### config.mk
export PLATFORM = sky130hd
export DESIGN_NAME = acc_op_sequencer
export DESIGN_NICKNAME = d
export VERILOG_FILES = /design/src/rtl/acc_op_sequencer.sv
export SDC_FILE = /design/constraint.sdc
export NUM_CORES = 1
export LEC_CHECK = 0
export CAP_MARGIN = 20
export CORE_ASPECT_RATIO = 1.75
export CORE_MARGIN = 4
export CORE_UTILIZATION = 55
export CTS_CLUSTER_DIAMETER = 120
export DETAILED_ROUTE_END_ITERATION = 6
export MAX_ROUTING_LAYER = met4
export PLACE_DENSITY = 0.79
export SETUP_SLACK_MARGIN = 0.2
export SYNTH_ARGS = -nofsm -noshare
export SYNTH_HDL_FRONTEND = slang
export SYNTH_SLANG_ARGS = --single-unit
### constraint.sdc
create_clock -name clk -period 5 [get_ports clk]
set_input_delay 1.25 -clock clk [delete_from_list [all_inputs] [get_ports clk]]
set_output_delay 1.25 -clock clk [all_outputs]
set_load 0.01 [all_outputs]
### src/rtl/acc_op_sequencer.sv
// Command-driven sequencer for the rotating four-operation accumulator.
// Optional feature: define ACC_SEQ_ABORT_EN to add the `abort` input.
module acc_op_sequencer #(
  parameter int DATA_W = 32,
  parameter int CNT_W  = 4
) (
  input  logic              clk,
  input  logic              reset_n,
  // Handshakes: a transfer happens on a rising edge where valid and ready are
  // both high; ready and valid are decoded from state only, never from inputs.
  input  logic              cmd_valid,
  output logic              cmd_ready,
  input  logic [DATA_W-1:0] cmd_operand,
  input  logic [CNT_W-1:0]  cmd_steps,
  input  logic [1:0]        cmd_op_start,
  input  logic              cmd_op_hold,
  input  logic              cmd_keep,
  output logic              res_valid,
  input  logic              res_ready,
  output logic [DATA_W-1:0] res_data,
  output logic              busy,
  output logic [1:0]        op_sel,
`ifdef ACC_SEQ_ABORT_EN
  input  logic              abort,
`endif
  output logic [1:0]        dbg_state
);

  typedef enum logic [1:0] {
    S_IDLE = 2'd0,
    S_RUN  = 2'd1,
    S_DONE = 2'd2
  } state_t;

  state_t             state_q, state_d;
  logic [DATA_W-1:0]  acc_q, acc_d;
  logic [DATA_W-1:0]  opnd_q, opnd_d;
  logic [CNT_W-1:0]   cnt_q, cnt_d;
  logic [1:0]         op_q, op_d;
  logic               hold_q, hold_d;
  logic [DATA_W-1:0]  alu_res;
  logic               abort_w;

`ifdef ACC_SEQ_ABORT_EN
  assign abort_w = abort;
`else
  assign abort_w = 1'b0;
`endif

  always_comb begin
    alu_res = acc_q;
    case (op_q)
      2'd0:    alu_res = '0 - opnd_q;
      2'd1:    alu_res = opnd_q & acc_q;
      2'd2:    alu_res = '0 - acc_q;
      default: alu_res = acc_q + opnd_q;
    endcase
  end

  always_comb begin
    state_d = state_q;
    acc_d   = acc_q;
    opnd_d  = opnd_q;
    cnt_d   = cnt_q;
    op_d    = op_q;
    hold_d  = hold_q;
    case (state_q)
      S_IDLE: begin
        if (cmd_valid) begin
          opnd_d = cmd_operand;
          cnt_d  = cmd_steps;
          op_d   = cmd_op_start;
          hold_d = cmd_op_hold;
          if (!cmd_keep) acc_d = '0;
          state_d = (cmd_steps != '0) ? S_RUN : S_DONE;
        end
      end
      S_RUN: begin
        // An abort skips the step entirely so acc keeps the partial result.
        if (abort_w) begin
          state_d = S_DONE;
        end else begin
          acc_d = alu_res;
          cnt_d = cnt_q - CNT_W'(1);
          if (!hold_q) op_d = op_q + 2'd1;
          if (cnt_q == CNT_W'(1)) state_d = S_DONE;
        end
      end
      S_DONE: begin
        if (res_ready) state_d = S_IDLE;
      end
      default: state_d = S_IDLE;
    endcase
  end

  always_ff @(posedge clk or negedge reset_n) begin
    if (!reset_n) begin
      state_q <= S_IDLE;
      acc_q   <= '0;
      opnd_q  <= '0;
      cnt_q   <= '0;
      op_q    <= '0;
      hold_q  <= 1'b0;
    end else begin
      state_q <= state_d;
      acc_q   <= acc_d;
      opnd_q  <= opnd_d;
      cnt_q   <= cnt_d;
      op_q    <= op_d;
      hold_q  <= hold_d;
    end
  end

  assign cmd_ready = (state_q == S_IDLE);
  assign res_valid = (state_q == S_DONE);
  assign busy      = (state_q == S_RUN) || (state_q == S_DONE);
  assign res_data  = acc_q;
  assign op_sel    = op_q;
  assign dbg_state = state_q;

endmodule

**Word level (Yosys, flattened, before mapping)**

Cells that the tools add are included.

- Input bits: 44
- Flip-flop bits (word level): 73
- Output and inout port bits: 39
- Logic and storage cells: 46

- Reductions and logical operators: 10
- Add/sub/neg operators: 5
- Muxes and demuxes: 14
- Bitwise operators: 1
- Eq/ne operators: 10

Operators by type and width:

| cell | count |
|---|---|
| 32-bit one-hot mux with 3 select lines | 1 |
| 32-bit 2-to-1 mux | 2 |
| 32-bit one-hot mux with 2 select lines | 1 |
| 1-bit by 32-bit subtractor with 32-bit output (first input constant) | 2 |
| 32-bit adder | 1 |
| 32-bit AND | 1 |
| 2-bit 2-to-1 mux | 6 |
| 3-bit AND reduction | 3 |
| 2-bit != test (second input constant) | 4 |
| 4-bit one-hot mux with 2 select lines | 1 |
| 2-bit one-hot mux with 3 select lines | 1 |
| 2-bit by 1-bit == test with 1-bit output (second input constant) | 2 |
| 2-bit == test (second input constant) | 2 |
| 4-bit by 1-bit == test with 1-bit output (second input constant) | 1 |
| 2-bit zero test | 2 |
| 4-bit 2-to-1 mux | 1 |
| 2-bit one-hot mux with 2 select lines | 1 |
| 2-bit AND reduction | 2 |
| 4-bit nonzero test | 1 |
| 4-bit by 1-bit subtractor with 4-bit output (second input constant) | 1 |
| 2-bit by 1-bit adder with 2-bit output (second input constant) | 1 |
| 2-bit by 1-bit != test with 1-bit output (second input constant) | 1 |
| 2-bit nonzero test | 1 |
| 1-bit logical OR | 1 |

**Depth between registers and ports, before layout**

- Word-level depth: 4
- Depth in mapped cells: 18
- Depth with buffers taken out: 11

**Least setup slack after synthesis**

Ideal clock, no wire load.

- Path kind: register to register
- Start point: register op_q[0], in the netlist op_sel[0]
- End point: register acc_q[24], in the netlist res_data[24]
- Arrival time: 4.519 ns
- Setup time: 0.141 ns
- Cell stages (with the launch flop): 19
- Path slack: 0.340 ns
- Buffers on the path: 7
- Required time: 4.859 ns
- Period minus slack after synthesis: 4.660 ns
- Path through: dfrtp_1 -> inv_1 -> ha_1 -> buf_6 -> clkbuf_1 -> clkbuf_1 -> buf_1 -> buf_1 -> clkbuf_1 -> clkbuf_1 -> mux2i_1 -> ha_1 -> o211a_1 -> nand4_1 -> or3_1 -> xnor2_1 -> o221ai_1 -> a32oi_1 -> a31oi_1

- Longest elaborated chain between the ends: 3
- Elaborated cells between the ends (all ways): 5
- Those cells by class: eq/ne: 2; mux: 2; reduce/logical: 1

RTL lines:

| element | RTL line | text |
|---|---|---|
| start: declaration | 39 | `logic [1:0] op_q, op_d;` |
| start signal: assignment | 109 | `op_q <= op_d;` |
| 2-bit == test, or another cell as far along | 52 | `case (op_q)` |
| 32-bit one-hot mux with 3 select lines * | 52 |  |
| 32-bit one-hot mux with 2 select lines * | 67 | `case (state_q)` |
| end signal: assignment | 99 | `acc_q <= '0;` |
| end signal: assignment | 106 | `acc_q <= acc_d;` |
| end: declaration | 36 | `logic [DATA_W-1:0] acc_q, acc_d;` |

Every way passes the cells marked *; elsewhere a longest branch is shown, timed or not.
A chain may end at the register's enable or synchronous reset.

**Worst setup path after layout**

- Start point: input port cmd_valid
- End point: register acc_q[30], in the netlist res_data[30]

- Longest elaborated chain between the ends: 2

RTL lines:

| element | RTL line | text |
|---|---|---|
| start: declaration | 11 | `input logic cmd_valid,` |
| 2-bit != test (no source line) | -- |  |
| 3-bit AND reduction (no source line) | -- |  |

No other way between the ends.

==> results by group <==
Outcome
  • Status: completed

Finish
  • Post-Layout Inst Area: 0.00773 mm²
  • FF/Latch Area: 0.00183 mm²
  • Fillcell total: 1002
  • Multi-input logic area: 0.00447 mm²
  • Number of antenna diodes: 0
  • Layout cells sized above 1: 9.49%
  • Fin nets: 904
  • Core Util, Final: 66.8%
  • Area growth from synthesis to layout: 18.6%

Synthesis
  • Post-synth EDFFs: 0
  • Warnings, synthesis: 0
  • Ys async rst share: 100%
  • Synthesized Nets: 842
  • Mux cell area share after synthesis: 8.98%
  • Top-area cell type share of the netlist area: 28.0%
  • Register bit total from synthesis: 73
  • Cells after Synth: 755
  • Commonest cells post-synth: dfrtp_1, a21oi_1, nand2_1
  • Synthesized area: 0.00652 mm²
  • Largest family of logic cells by synthesized area: compound AO/OA/AOI/OAI gates
  • Area leader, netlist: dfrtp_1
  • Register area share after synthesis: 28.0%
  • Compound-Gate Fraction of Synth Area: 26.0%
  • Synth cell types: 68
  • Post-synthesis simple-gate area fraction: 16.1%
  • Adder-cell area share of the yosys netlist: 8.36%
  • Synth Flop Type: dfrtp_1
  • Most frequent cell after synthesis: dfrtp_1
  • Synth area leaders: dfrtp_1, ha_1, mux2_2
  • Syn Area/Cell: 8.64 µm²
  • Synth Area in XOR/XNOR: 9.00%

Pwr
  • Leakage power: 3.22 nW
  • Power density cells: 749 mW/mm²
  • Peak VDD IR: 0.531 mV
  • Tot Pwr: 5.79 mW

Critical path
  • CP Max Fanout: 12
  • WS Path Type: primary input to flip-flop
  • Worst Reg-to-Reg Cells: 12
  • CP dominant cell by count: nand2_1
  • Critical path, cell by cell: clkdlybuf4s50_1, nand2_1, nor2_1, a21oi_2, nor2b_1, nand2_1, o22a_1, or3_1, nand3_1
  • CP top delay family: simple AND/OR/NAND/NOR gates
  • Max stage delay cell, worst path: nor2b_1
  • Critical path arrival: 4200 ps
  • CP startpoint kind: primary input
  • Worst Setup End Kind: flip-flop
  • Worst path required time: 5270 ps
  • Critical path buffers and inverters: 1
  • Critical Path Stages: 9
  • Max incr delay on CP: 1000 ps

Placed design
  • Dpl ws: 877 ps
  • Port buffer count: 82
  • GP Congestion: 0.962
  • HPWL after DPL: 15.2 mm
  • Placed Area: 0.00743 mm²

GRT
  • Largest net degree at the start of global routing: 74
  • Vias in the first global route: 6569
  • Met2 Use GR: 53.7%
  • GRT Total Usage: 30.2%
  • Met1 Track Usage GR: 32.1%
  • Initial antenna violation count: 0
  • M3 GR Usage: 4.26%
  • Global route hottest layer: met2
  • Total gr overflow: 0
  • Global-route wire length before repair: 32.8 mm

Floorplanning
  • Row count: 52
  • Die Height: 152 µm
  • DIE WIDTH: 90.3 µm
  • Core ar.: 0.0116 mm²
  • Die area: 0.0137 mm²
  • Initial Util: 56.3%
  • Io pins: 83

Timing
  • Worst-Margin Slew: 1220 ps
  • Setup slack after layout: 1070 ps
  • Slew headroom: 18.4%
  • RSZ-0062 raised after global routing: no
  • Clock Skews: 10.9 ps
  • Total negative slack: 0 ps
  • Setup violations, final: 0
  • Endpoints failing hold: 0
  • Final period util: 78.6%
  • Final critical-path required period: 3930 ps
  • Max Clock Freq: 0.255 GHz
  • Slew Limit Fails: 0

Detailed routing
  • Via count: 6406
  • Detailed Route WL: 20.3 mm
  • Residual DRC: 0
  • Per-cell routed wire length: 21.2 µm
  • Starting DRT DRC Count: 344
  • Vias/cell: 6.69
  • First-pass iteration count of the detailed router: 5
  • Routed Antenna Nets: 0

Clocking
  • Gates resized, CTS repair: 0
  • Clock Root Buffer: clkbuf_16
  • Clk Latency, worst-skew pair: 340 ps
  • CTS Buffer Depth: 2
  • TritonCTS buffer count: 9
  • Clock-pin transition on the worst setup and hold timing paths: 70 ps
  • CTS sink cnt: 73
  • H-tree levels: 3
  • CTS tree: built
  • Post-CTS Setup Inserts: 0
  • Hold Buf Count CTS: 0

Run
  • Max-cap violations: 0

Worst hold path
  • Hold depth: 1
  • Hold crit path type: flip-flop to flip-flop
-- logic make-up after synthesis --
| family | count (synthesis) |
|---|---|
| mux | 54 |
| flops | 73 |
| buf+inv | 60 |
| simple gates | 204 |
| xor+xnor | 67 |
| compound gates | 254 |
| fa+ha+maj | 43 |
-- worst reg2reg max path, cell delays in order (launching register included) --
cell      delay, ps
dfrtp_1         450
inv_1           120
ha_2            300
buf_4           270
or3_1           390
a222oi_1        350
buf_4           230
nand4b_2        230
or4_1           750
nor3_2          220
xnor2_1         150
o21ai_1          80
a32o_1          270
-- flip-flops by register name, indices dropped and copies added (netlist names) --
signal	cells
hold_q	1
op_sel	2
res_data	32
opnd_q	32
dbg_state	2
cnt_q	4
-- area by class of cell --
| type | count | area share (%) |
|---|---|---|
| clock buffer | 9 | 2.91 |
| clock inverter | 7 | 1.02 |
| inverter | 19 | 0.922 |
| multi-input combinational | 622 | 57.8 |
| sequential | 73 | 23.6 |
| tap | 135 | 2.18 |
| timing repair buffer | 92 | 11.5 |
-- stage by stage --
step                hold slack (ps)  instances
finish                          530        957
global route                    578        957
CTS                             537        957
detailed placement              520        941
global placement                491        941
floorplan                       473        755
-- power by group --
part	leakage, nW	switching [mW]	internal, mW
Combinational	2.16	2.12	1.69
Sequential	0.920	0.447	0.858
Clock	0.139	0.289	0.391
Total	3.22	2.85	2.94
-- placed cells by master (no fill, tap or decap), types with 10 or more instances in the layout --
| master | count |
|---|---|
| clkdlybuf4s50_1 | 81 |
| dfrtp_1 | 73 |
| a21oi_1 | 71 |
| nand2_1 | 54 |
| o21ai_0 | 49 |
| ha_1 | 40 |
| xnor2_1 | 39 |
| nor2_1 | 37 |
| mux2_2 | 36 |
| xor2_1 | 28 |
| nor3_1 | 28 |
| a21o_1 | 21 |
| inv_1 | 19 |
| nand3_1 | 18 |
| mux2i_1 | 18 |
| buf_4 | 11 |
| a221oi_1 | 10 |
-- routing by layer --
metal | vias up | routed length (µm)
met5 | - | 0
met3 | 78 | 868
li1 | 2961 | -
met2 | 255 | 10700
met4 | 0 | 1030
met1 | 3112 | 7650
-- path summary, 6_finish.rpt --
kind,from,to,slack [ps]
max,cmd_valid,res_data[30],1070
max reg2reg,op_sel[0],res_data[31],1080
max in group asynchronous,reset_n,opnd_q[11],3300
min reg2reg,cnt_q[1],cnt_q[1],530
min in group asynchronous,reset_n,opnd_q[27],1040
min,cnt_q[1],cnt_q[1],530
No activity file was read; power rests on OpenSTA's default activity.
